`src/rtl/student_iis_pkg.sv`:
```
// Shared constants and state encoding for the I2S transmitter slice.
package student_iis_pkg;

   localparam int DATA_SIZE_DEF    = 16;
   localparam int DATA_SIZE_IN_DEF = 24;

   typedef enum logic [1:0] {
      TX_IDLE  = 2'd0,
      TX_LEFT  = 2'd1,
      TX_RIGHT = 2'd2
   } tx_state_e;

endpackage

```
`src/rtl/student_iis_tx_round_sat.sv`:
```
// Round-to-nearest, arithmetic narrow and saturate one signed sample to the serial word width.
module student_iis_tx_round_sat #(
   parameter int DATA_SIZE    = 16,
   parameter int DATA_SIZE_IN = 24
) (
   input  logic signed [DATA_SIZE_IN-1:0] sample_i,
   output logic signed [DATA_SIZE-1:0]    word_o
);

   localparam int SH = DATA_SIZE_IN - DATA_SIZE;
   localparam int WS = DATA_SIZE_IN + 1;
   localparam logic signed [WS-1:0] RND     = WS'(1 << (SH - 1));
   localparam logic signed [WS-1:0] SAT_MAX = WS'((1 << (DATA_SIZE - 1)) - 1);
   localparam logic signed [WS-1:0] SAT_MIN = ~SAT_MAX;

   logic signed [WS-1:0] w_sum;
   logic signed [WS-1:0] w_shr;

   // One guard bit keeps the rounding add from wrapping at full scale.
   always_comb begin
      w_sum = {sample_i[DATA_SIZE_IN-1], sample_i} + RND;
      w_shr = w_sum >>> SH;
      if (w_shr > SAT_MAX)
         word_o = SAT_MAX[DATA_SIZE-1:0];
      else if (w_shr < SAT_MIN)
         word_o = SAT_MIN[DATA_SIZE-1:0];
      else
         word_o = w_shr[DATA_SIZE-1:0];
   end

endmodule

```
`src/rtl/student_iis_transmitter.sv`:
```
// I2S serial transmitter with one-entry sample holding register.
// Optional underrun counter enabled by STUDENT_IIS_TX_UNDERRUN_CNT_EN.
module student_iis_transmitter
   import student_iis_pkg::*;
#(
   parameter int DATA_SIZE    = DATA_SIZE_DEF,
   parameter int DATA_SIZE_IN = DATA_SIZE_IN_DEF
) (
   input  logic                    clk_i,
   input  logic                    rst_ni,
   input  logic                    BCLK_Fall,
   input  logic                    LRCLK_Fall,
   input  logic                    LRCLK_Rise,
   input  logic                    valid_strobe_in,
   input  logic [DATA_SIZE_IN-1:0] sample_l_in,
   input  logic [DATA_SIZE_IN-1:0] sample_r_in,
   output logic                    ready_out,
   output logic                    AC_DACDAT,
   output logic                    frame_start_out,
   output logic                    underrun_out,
   output logic [15:0]             underrun_cnt_o
);

   tx_state_e                r_state;
   logic                     r_hold_valid;
   logic [DATA_SIZE_IN-1:0]  r_hold_l;
   logic [DATA_SIZE_IN-1:0]  r_hold_r;
   logic [DATA_SIZE-1:0]     r_shift;
   logic [DATA_SIZE-1:0]     r_right;
   logic                     r_dacdat;
   logic                     r_frame_start;
   logic                     r_underrun;
   logic signed [DATA_SIZE-1:0] w_conv_l;
   logic signed [DATA_SIZE-1:0] w_conv_r;

   student_iis_tx_round_sat #(.DATA_SIZE(DATA_SIZE), .DATA_SIZE_IN(DATA_SIZE_IN)) u_conv_l (
      .sample_i (r_hold_l),
      .word_o   (w_conv_l)
   );

   student_iis_tx_round_sat #(.DATA_SIZE(DATA_SIZE), .DATA_SIZE_IN(DATA_SIZE_IN)) u_conv_r (
      .sample_i (r_hold_r),
      .word_o   (w_conv_r)
   );

   always_ff @(posedge clk_i or negedge rst_ni) begin
      if (!rst_ni) begin
         r_state       <= TX_IDLE;
         r_hold_valid  <= 1'b0;
         r_hold_l      <= '0;
         r_hold_r      <= '0;
         r_shift       <= '0;
         r_right       <= '0;
         r_dacdat      <= 1'b0;
         r_frame_start <= 1'b0;
         r_underrun    <= 1'b0;
      end else begin
         r_frame_start <= 1'b0;
         r_underrun    <= 1'b0;

         if (valid_strobe_in && !r_hold_valid) begin
            r_hold_l     <= sample_l_in;
            r_hold_r     <= sample_r_in;
            r_hold_valid <= 1'b1;
         end

         // Serial bit leaves the old MSB first; any slot load below overrides the shift.
         if (r_state != TX_IDLE && BCLK_Fall) begin
            r_dacdat <= r_shift[DATA_SIZE-1];
            r_shift  <= r_shift << 1;
         end

         if (LRCLK_Fall) begin
            r_state       <= TX_LEFT;
            r_frame_start <= 1'b1;
            if (r_hold_valid) begin
               r_shift      <= w_conv_l;
               r_right      <= w_conv_r;
               r_hold_valid <= 1'b0;
            end else begin
               r_shift    <= '0;
               r_right    <= '0;
               r_underrun <= 1'b1;
            end
         end else if (LRCLK_Rise && r_state != TX_IDLE) begin
            r_shift <= r_right;
            r_state <= TX_RIGHT;
         end
      end
   end

   assign ready_out       = ~r_hold_valid;
   assign AC_DACDAT       = r_dacdat;
   assign frame_start_out = r_frame_start;
   assign underrun_out    = r_underrun;

`ifdef STUDENT_IIS_TX_UNDERRUN_CNT_EN
   logic [15:0] r_underrun_cnt;

   always_ff @(posedge clk_i or negedge rst_ni) begin
      if (!rst_ni)
         r_underrun_cnt <= '0;
      else if (r_underrun && r_underrun_cnt != 16'hFFFF)
         r_underrun_cnt <= r_underrun_cnt + 16'd1;
   end

   assign underrun_cnt_o = r_underrun_cnt;
`else
   assign underrun_cnt_o = 16'h0000;
`endif

endmodule
```
`config.mk`:
```
export PLATFORM = sky130hd
export DESIGN_NAME = student_iis_transmitter
export DESIGN_NICKNAME = d
export VERILOG_FILES = /design/src/rtl/student_iis_pkg.sv /design/src/rtl/student_iis_tx_round_sat.sv /design/src/rtl/student_iis_transmitter.sv
export SDC_FILE = /design/constraint.sdc
export NUM_CORES = 1
export LEC_CHECK = 0
export ABC_AREA = 0
export BUFFER_PORTS_ARGS = -buffer_cell sky130_fd_sc_hd__buf_4
export CORE_UTILIZATION = 35
export DETAILED_ROUTE_END_ITERATION = 8
export GPL_TIMING_DRIVEN = 0
export HOLD_SLACK_MARGIN = 0.05
export PLACE_DENSITY_LB_ADDON = 0.12
export SYNTH_ARGS = -nofsm -noshare
export SYNTH_HDL_FRONTEND = slang
export SYNTH_SLANG_ARGS = --single-unit
```
`constraint.sdc`:
```
create_clock -name clk_i -period 2.5 [get_ports clk_i]
set_clock_uncertainty 0.05 [all_clocks]
set_input_delay 0.5 -clock clk_i [delete_from_list [all_inputs] [get_ports clk_i]]
set_output_delay 0.5 -clock clk_i [all_outputs]
set_load 0.01 [all_outputs]
```
# After elaboration in Yosys (flattened, before gate mapping)

Cells that the tools add are included.

Bits in registers: 86
Word-level logic and storage cells: 40
Output and inout bits: 20

Order comparisons: 4
Bitwise logic cells: 1
Add/subtract/negate cells: 2
Reductions and logical operators: 7
Mux-type cells: 17

Operator list:

| cell                                                                               | number |
|---|---|
| 16-bit two-way mux                                                                 | 9 |
| 24-bit by 9-bit adder with 25-bit output (second input constant)                   | 2 |
| 17-bit by 16-bit greater-than comparator with 1-bit output (second input constant) | 2 |
| 17-bit by 16-bit < comparator with 1-bit output (second input constant)            | 2 |
| 1-bit two-way mux                                                                  | 6 |
| 2-bit two-way mux                                                                  | 2 |
| 2-bit nonzero test                                                                 | 2 |
| 1-bit logical AND                                                                  | 3 |
| 3-bit nonzero test                                                                 | 1 |
| 1-bit zero test                                                                    | 1 |
| 1-bit NOT                                                                          | 1 |

# Depth between registers and ports, before layout

Word-level depth: 6
Mapped depth: 7

# Hierarchy

From an unflattened synthesis, not the netlist that was laid out.

Cell total of the unflattened synthesis: 433
Area, all modules: 4734.5 um^2

By module, submodules not included:

| module                   | cells an instance | sequential area each (um^2) | instances | area each (um^2) |
|---|---|---|---|---|
| student_iis_transmitter  | 279               | 2152.1                      | 1         | 3686.0 |
| student_iis_tx_round_sat | 77                | 0.0                         | 2         | 524.3 |

# Least setup slack after synthesis

OpenSTA, ideal clock, no wires.

Path type: reg2reg
From: register r_hold_r[7]
To: register r_right[0]
Path buffers: 1
Setup slack: 0.527 ns
Period minus slack after synthesis: 1.973 ns
Data arrival time: 1.786 ns
Library setup time: 0.136 ns
Required time: 2.314 ns
Stages on the path, launching flop included: 8
Cells stage by stage: dfrtp_1 ha_1 and4_1 clkbuf_2 nand2_1 or4b_1 a21oi_1 o21ai_0

Longest elaborated chain between the ends: 5

Ends and longest elaborated chain:

| what                                            | RTL line                       | source |
|---|---|---|
| start: declaration                              | student_iis_transmitter.sv:27  | `logic [DATA_SIZE_IN-1:0] r_hold_r;` |
| start signal: assignment                        | student_iis_transmitter.sv:63  | `r_hold_r <= sample_r_in;` |
| 24-bit by 9-bit adder with 25-bit output (*)    | student_iis_tx_round_sat.sv:21 | `w_sum = {sample_i[DATA_SIZE_IN-1], sample_i} + RND;` |
| 17-bit by 16-bit < comparator with 1-bit output | student_iis_tx_round_sat.sv:25 | `else if (w_shr < SAT_MIN)` |
| 16-bit two-way mux                              | student_iis_tx_round_sat.sv:25 |  |
| 16-bit two-way mux (*)                          | student_iis_tx_round_sat.sv:23 | `if (w_shr > SAT_MAX)` |
| 16-bit two-way mux (*)                          | student_iis_transmitter.sv:76  | `if (r_hold_valid) begin` |
| end signal: assignment                          | student_iis_transmitter.sv:78  | `r_right <= w_conv_r;` |
| end: declaration                                | student_iis_transmitter.sv:29  | `logic [DATA_SIZE-1:0] r_right;` |

Every way passes the cells marked *; elsewhere a longest branch is shown, timed or not.
A chain may end at the register's enable or synchronous reset.

# Worst setup path in the final report

From: register r_state[0]
To: register r_shift[15]

Longest elaborated chain between the ends: 4

Ends and longest elaborated chain:

| what                     | RTL line                                                     | source |
|---|---|---|
| start: declaration       | student_iis_transmitter.sv:24                                | `tx_state_e r_state;` |
| start signal: assignment | student_iis_transmitter.sv:48                                | `r_state <= TX_IDLE;` |
| start signal: assignment | student_iis_transmitter.sv:74                                | `r_state <= TX_LEFT;` |
| start signal: assignment | student_iis_transmitter.sv:87                                | `r_state <= TX_RIGHT;` |
| 2-bit nonzero test (*)   | student_iis_transmitter.sv:68, student_iis_transmitter.sv:85 |  |
| 1-bit logical AND        | student_iis_transmitter.sv:85                                | `end else if (LRCLK_Rise && r_state != TX_IDLE) begin` |
| 16-bit two-way mux       | student_iis_transmitter.sv:85                                |  |
| 16-bit two-way mux       | student_iis_transmitter.sv:73                                | `if (LRCLK_Fall) begin` |
| end signal: assignment   | student_iis_transmitter.sv:70                                | `r_shift <= r_shift << 1;` |
| end signal: assignment   | student_iis_transmitter.sv:77                                | `r_shift <= w_conv_l;` |
| end signal: assignment   | student_iis_transmitter.sv:86                                | `r_shift <= r_right;` |
| end: declaration         | student_iis_transmitter.sv:28                                | `logic [DATA_SIZE-1:0] r_shift;` |

Marks and branches as above.

==> results.md <==
- The placer's final routability congestion estimate is 0.824.
- The number of clock buffers added by TritonCTS is 9.
- Summing all non-filler instances in the final layout gives an area of 4640 sq um.
- The later-pin clock latency in the skew report is 0.36 ns.
- The summed instance area of the synthesized netlist is 3900 sq um.
- Once the floorplan was initialized, standard cells occupied 36.0% of the core.
- The final clock period utilization by the worst path is 90.7%.
- The core region is 10800 sq um.
- The fmax is 441 MHz.
- TritonCTS built the clock tree.
- The startpoint identified for the worst hold timing path is LRCLK_Fall.
- The transition time at the pin with the least slew margin is 0.957 ns.
- After synthesis the netlist holds a flip-flop and latch count of 72.
- Along the worst hold path, the cell count comes to 1.
- Timing analysis after detailed placement gives a worst setup slack of 0.0111 ns.
- The most used routing layer is met2.
- The via density per instance is 5.15.
- The post-placement cell area is 4460 sq um.
- The worst register-to-register path ends at r_shift[15]$_DFFE_PN0P_.
- In this run, post-CTS hold repair placed 0 buffers.
- The end of the worst hold path is frame_start_out$_DFF_PN0_.
- For this run, global-route usage on met3 was measured as 3.51%.
- The number of pins with negative max-slew slack in the final report is 0.
- For the worst setup path, the data arrival time is 2.44 ns.
- The number of global-route vias before repair is 3065.
- The xor/xnor share of the synthesized area is 4.49%.
- The post-synthesis area per instance is 10.1 sq um.
- The wire length of the first global-routing pass is 16000 um.
- Global routing used 18.5% of the available tracks.
- The worst setup path is captured at a register.
- After the first detailed-routing iteration, the DRC count stood at 211.
- Cells fill 42.8% of the core in the end.
- The minimum setup slack in the final design is 0.234 ns.
- The most used flip-flop cell after synthesis is sky130_fd_sc_hd__dfrtp_1.
- The max-slew headroom at the worst pin is 36.2%.
- The fraction of the mapped netlist area in simple logic gates is 15.2%.
- The total setup buffers inserted after CTS is 0.
- The fraction of final layout cells with drive strength greater than 1 is 27.5%.
- The area share of fa/ha/maj cells after synthesis is 0.641%.
- The count of nets after finishing is 510.
- Counting cells, the worst reg-to-reg path comes to 6.
- The final critical path time including I/O delays and setup is 2.27 ns.
- The power per standard cell area is 742 nW/um^2.
- The startpoint kind of the worst setup timing path is a register.
- The hold violation total from the final report is 0.
- Detailed placement finished with a half-perimeter wire length of 7140 um.
- The worst setup path is of the reg2reg kind.
- In this run the count of I/O pins placed on the die edge is 74.
- The unique cell type count in the Yosys netlist is 60.
- After floorplanning, the core was divided into 38 placement rows.
- The sequential share of the synthesized area is 46.1%.
- The worst min-delay path category is in2reg.
- The leakage power summed over all cells is 2.05 nW.
- The post-synthesis async set-or-reset flop share is 100%.
- The highest net fanout along the worst path is 10.
- The critical path data required time is 2.67 ns.
- Setup violations remaining at the end of the flow were counted as 0.
- The overall die width is 108 um.
- The number of search-and-repair iterations in the first detailed-routing pass is 4.
- The combined area of the multi-input logic cells is 1900 sq um.
- The Yosys step of the flow raised 0 warnings.
- In the final layout, flip-flops and latches occupy 1800 sq um.
- From synthesis to final layout, the design area changed by 18.8%.
- Wires add up to 9760 um.
- The final routed wire length divided by cell count is 16.3 um.
- Setup repair after global routing left no endpoint under its margin.
- The maximum vdd drop is 248 uV.
- The quantity of I/O buffers inserted on ports is 43.
- Summed over all layers, the global routing overflow is 0.
- The run finished with clean final reports.
- The initial antenna violation count is 0.
- Across the run, the number of max-cap violations was 0.
- After synthesis, the largest family of logic cells by area is compound AO/OA/AOI/OAI gates.
- In this run, post-CTS repair resized a total of 0 instances.
- The antenna diode count is 0.
- The count of flip-flops with a built-in enable after synthesis is 0.
- The multiplexer fraction of the synthesized cell area is 11.2%.
- The met2 routing resource usage after global routing is 27.7%.
- The number of filler cells placed in the layout is 1111.
- The sink count of the clock tree is 72.
- The longest clock path from root to sink contains 2 buffers.
- The met1 track demand over resource in global routing is 26.5%.
- In this run the remaining antenna-violating nets after routing total 0.
- The routed layout has 3086 vias.
- The slack of the worst reg-to-reg path is 0.23 ns.
- The critical path goes through o21ai_1, clkbuf_1, mux2i_1, nor2_1, a311oi_1, a21oi_1.
- The cell with the biggest individual delay on the critical path is sky130_fd_sc_hd__o21ai_1.
- The die is 108 um tall.
- The delay of the slowest cell on the worst path is 0.45 ns.
- Entering global routing, the biggest net connects 73 pins.
- Synthesis produced 385 cells.
- The complex-gate fraction of the synthesized area is 15.6%.
- The startpoint identified for the worst register-to-register timing path is r_state[0]$_DFFE_PN0P_.
- The floorplan die area is 11600 sq um.
- The H-tree was split into 3 levels.
- After clock tree synthesis, the clock-pin slew on the worst setup and hold paths is 0.07 ns.
- The buffer type at the clock tree root is sky130_fd_sc_hd__clkbuf_8.
- The DRC violations left is 0.
## worst max-delay path by stage
stage               cells after the start                       to  slack [ns]                    start
CTS                                     4  r_hold_l[8]$_DFFE_PN0P_        0.21   r_hold_valid$_DFF_PN0_
detailed placement                      6  r_shift[13]$_DFFE_PN0P_        0.01               LRCLK_Fall
global placement                        6  r_shift[13]$_DFFE_PN0P_       -0.02               LRCLK_Fall
global route                            4  r_hold_l[7]$_DFFE_PN0P_        0.03   r_hold_valid$_DFF_PN0_
floorplan                               7   r_right[0]$_DFFE_PN0P_        0.53  r_hold_r[7]$_DFFE_PN0P_
finish                                  6  r_shift[15]$_DFFE_PN0P_        0.23   r_state[0]$_DFFE_PN0P_
## state kept, by name (all words and copies together) (netlist names), 2 cells and up
name	count
r_shift	16
r_right	16
r_hold_l	17
r_state	2
r_hold_r	17
## synth_stat cells (3+ instances only)
cell type                   count  area, sq um
sky130_fd_sc_hd__mux2i_1        3         30.0
sky130_fd_sc_hd__nand2_1       38          143
sky130_fd_sc_hd__nand3_1       15         75.1
sky130_fd_sc_hd__nor2_1        18         67.6
sky130_fd_sc_hd__o221ai_1       4         35.0
sky130_fd_sc_hd__inv_1         17         63.8
sky130_fd_sc_hd__o2bb2ai_1      4         35.0
sky130_fd_sc_hd__xor2_1        13          114
sky130_fd_sc_hd__a31oi_1        3         18.8
sky130_fd_sc_hd__a21oi_1       17         85.1
sky130_fd_sc_hd__dfrtp_1       72         1800
sky130_fd_sc_hd__and3_1         4         25.0
sky130_fd_sc_hd__and4_1         4         35.0
sky130_fd_sc_hd__o21ai_0       23          115
sky130_fd_sc_hd__xnor2_1        7         61.3
sky130_fd_sc_hd__mux2_2        36          405
sky130_fd_sc_hd__nor3_1         8         40.0
sky130_fd_sc_hd__clkbuf_1      13         48.8
sky130_fd_sc_hd__a22oi_1        6         45.0
sky130_fd_sc_hd__a221o_2        5         56.3
sky130_fd_sc_hd__buf_2          3         15.0
sky130_fd_sc_hd__buf_4         16          120
sky130_fd_sc_hd__o211ai_1       4         30.0
sky130_fd_sc_hd__nand4_1        4         25.0
## critical path: cells and delay by family (launching register included)
kind	cells	cell delay [ns]
flops	1	0.42
compound gates	3	0.94
simple gates	1	0.05
buf+inv	1	0.44
mux	1	0.24
## metal layers
metal	share of wire (%)	vias to the layer above	wire length [um]
li1	-	1513	-
met1	51	1493	4990
met2	43	69	4220
met3	4.2	11	413
met4	1.4	0	133
met5	0	-	0
## kinds of logic (layout without fill, tap and decap cells)
group	after synthesis	after routing
and+or+nand+nor	111	111
adders and majority gates	2	2
xor gates and xnor gates	20	20
other	1	16
DFF	72	72
muxes	39	39
buffers and inverters	52	111
AOI/OAI and AO/OA	88	88
## cell usage in the layout (no fill, tap or decap), types with 4 or more instances in the layout
master	synthesis	final
sky130_fd_sc_hd__and3_1	4	4
sky130_fd_sc_hd__o2bb2ai_1	4	4
sky130_fd_sc_hd__o211ai_1	4	4
sky130_fd_sc_hd__clkbuf_1	13	17
sky130_fd_sc_hd__nor2_1	18	18
sky130_fd_sc_hd__dfrtp_1	72	72
sky130_fd_sc_hd__nand3_1	15	15
sky130_fd_sc_hd__inv_1	17	17
sky130_fd_sc_hd__a221o_2	5	5
sky130_fd_sc_hd__mux2_2	36	36
sky130_fd_sc_hd__o221ai_1	4	4
sky130_fd_sc_hd__nand2_1	38	38
sky130_fd_sc_hd__a21oi_1	17	17
sky130_fd_sc_hd__a22oi_1	6	6
sky130_fd_sc_hd__xor2_1	13	13
sky130_fd_sc_hd__and4_1	4	4
sky130_fd_sc_hd__o21ai_0	23	23
sky130_fd_sc_hd__conb_1	1	16
sky130_fd_sc_hd__nand4_1	4	4
sky130_fd_sc_hd__clkbuf_8	0	9
sky130_fd_sc_hd__buf_4	16	59
sky130_fd_sc_hd__nor3_1	8	8
sky130_fd_sc_hd__xnor2_1	7	7
## layout make-up
cell class	instances	area share [%]
Buffer	35	4.26
Clock buffer	13	2.99
Clock inverter	3	0.917
Inverter	17	1.38
Multi-Input combinational cell	276	40.9
Sequential cell	72	38.8
Tap cell	140	3.77
Timing Repair Buffer	43	6.96
## power breakdown
group / switching (mW) / leakage [nW] / internal (mW)
Sequential: 0.257 / 0.889 / 1.41
Combinational: 0.450 / 1.08 / 0.419
Clock: 0.448 / 0.0876 / 0.462
## stage by stage
step,total power [mW],instances,hold slack (ns),setup TNS [ns]
after detailed placement,2.55,583,0.422,0
after global routing,3.64,599,0.201,0
after floorplan,2.22,400,0.154,0
after global placement,2.53,583,0.414,-0.0644
after CTS,3.47,599,0.202,0
final,3.44,599,0.212,0
(Power assumes the default switching activity.)
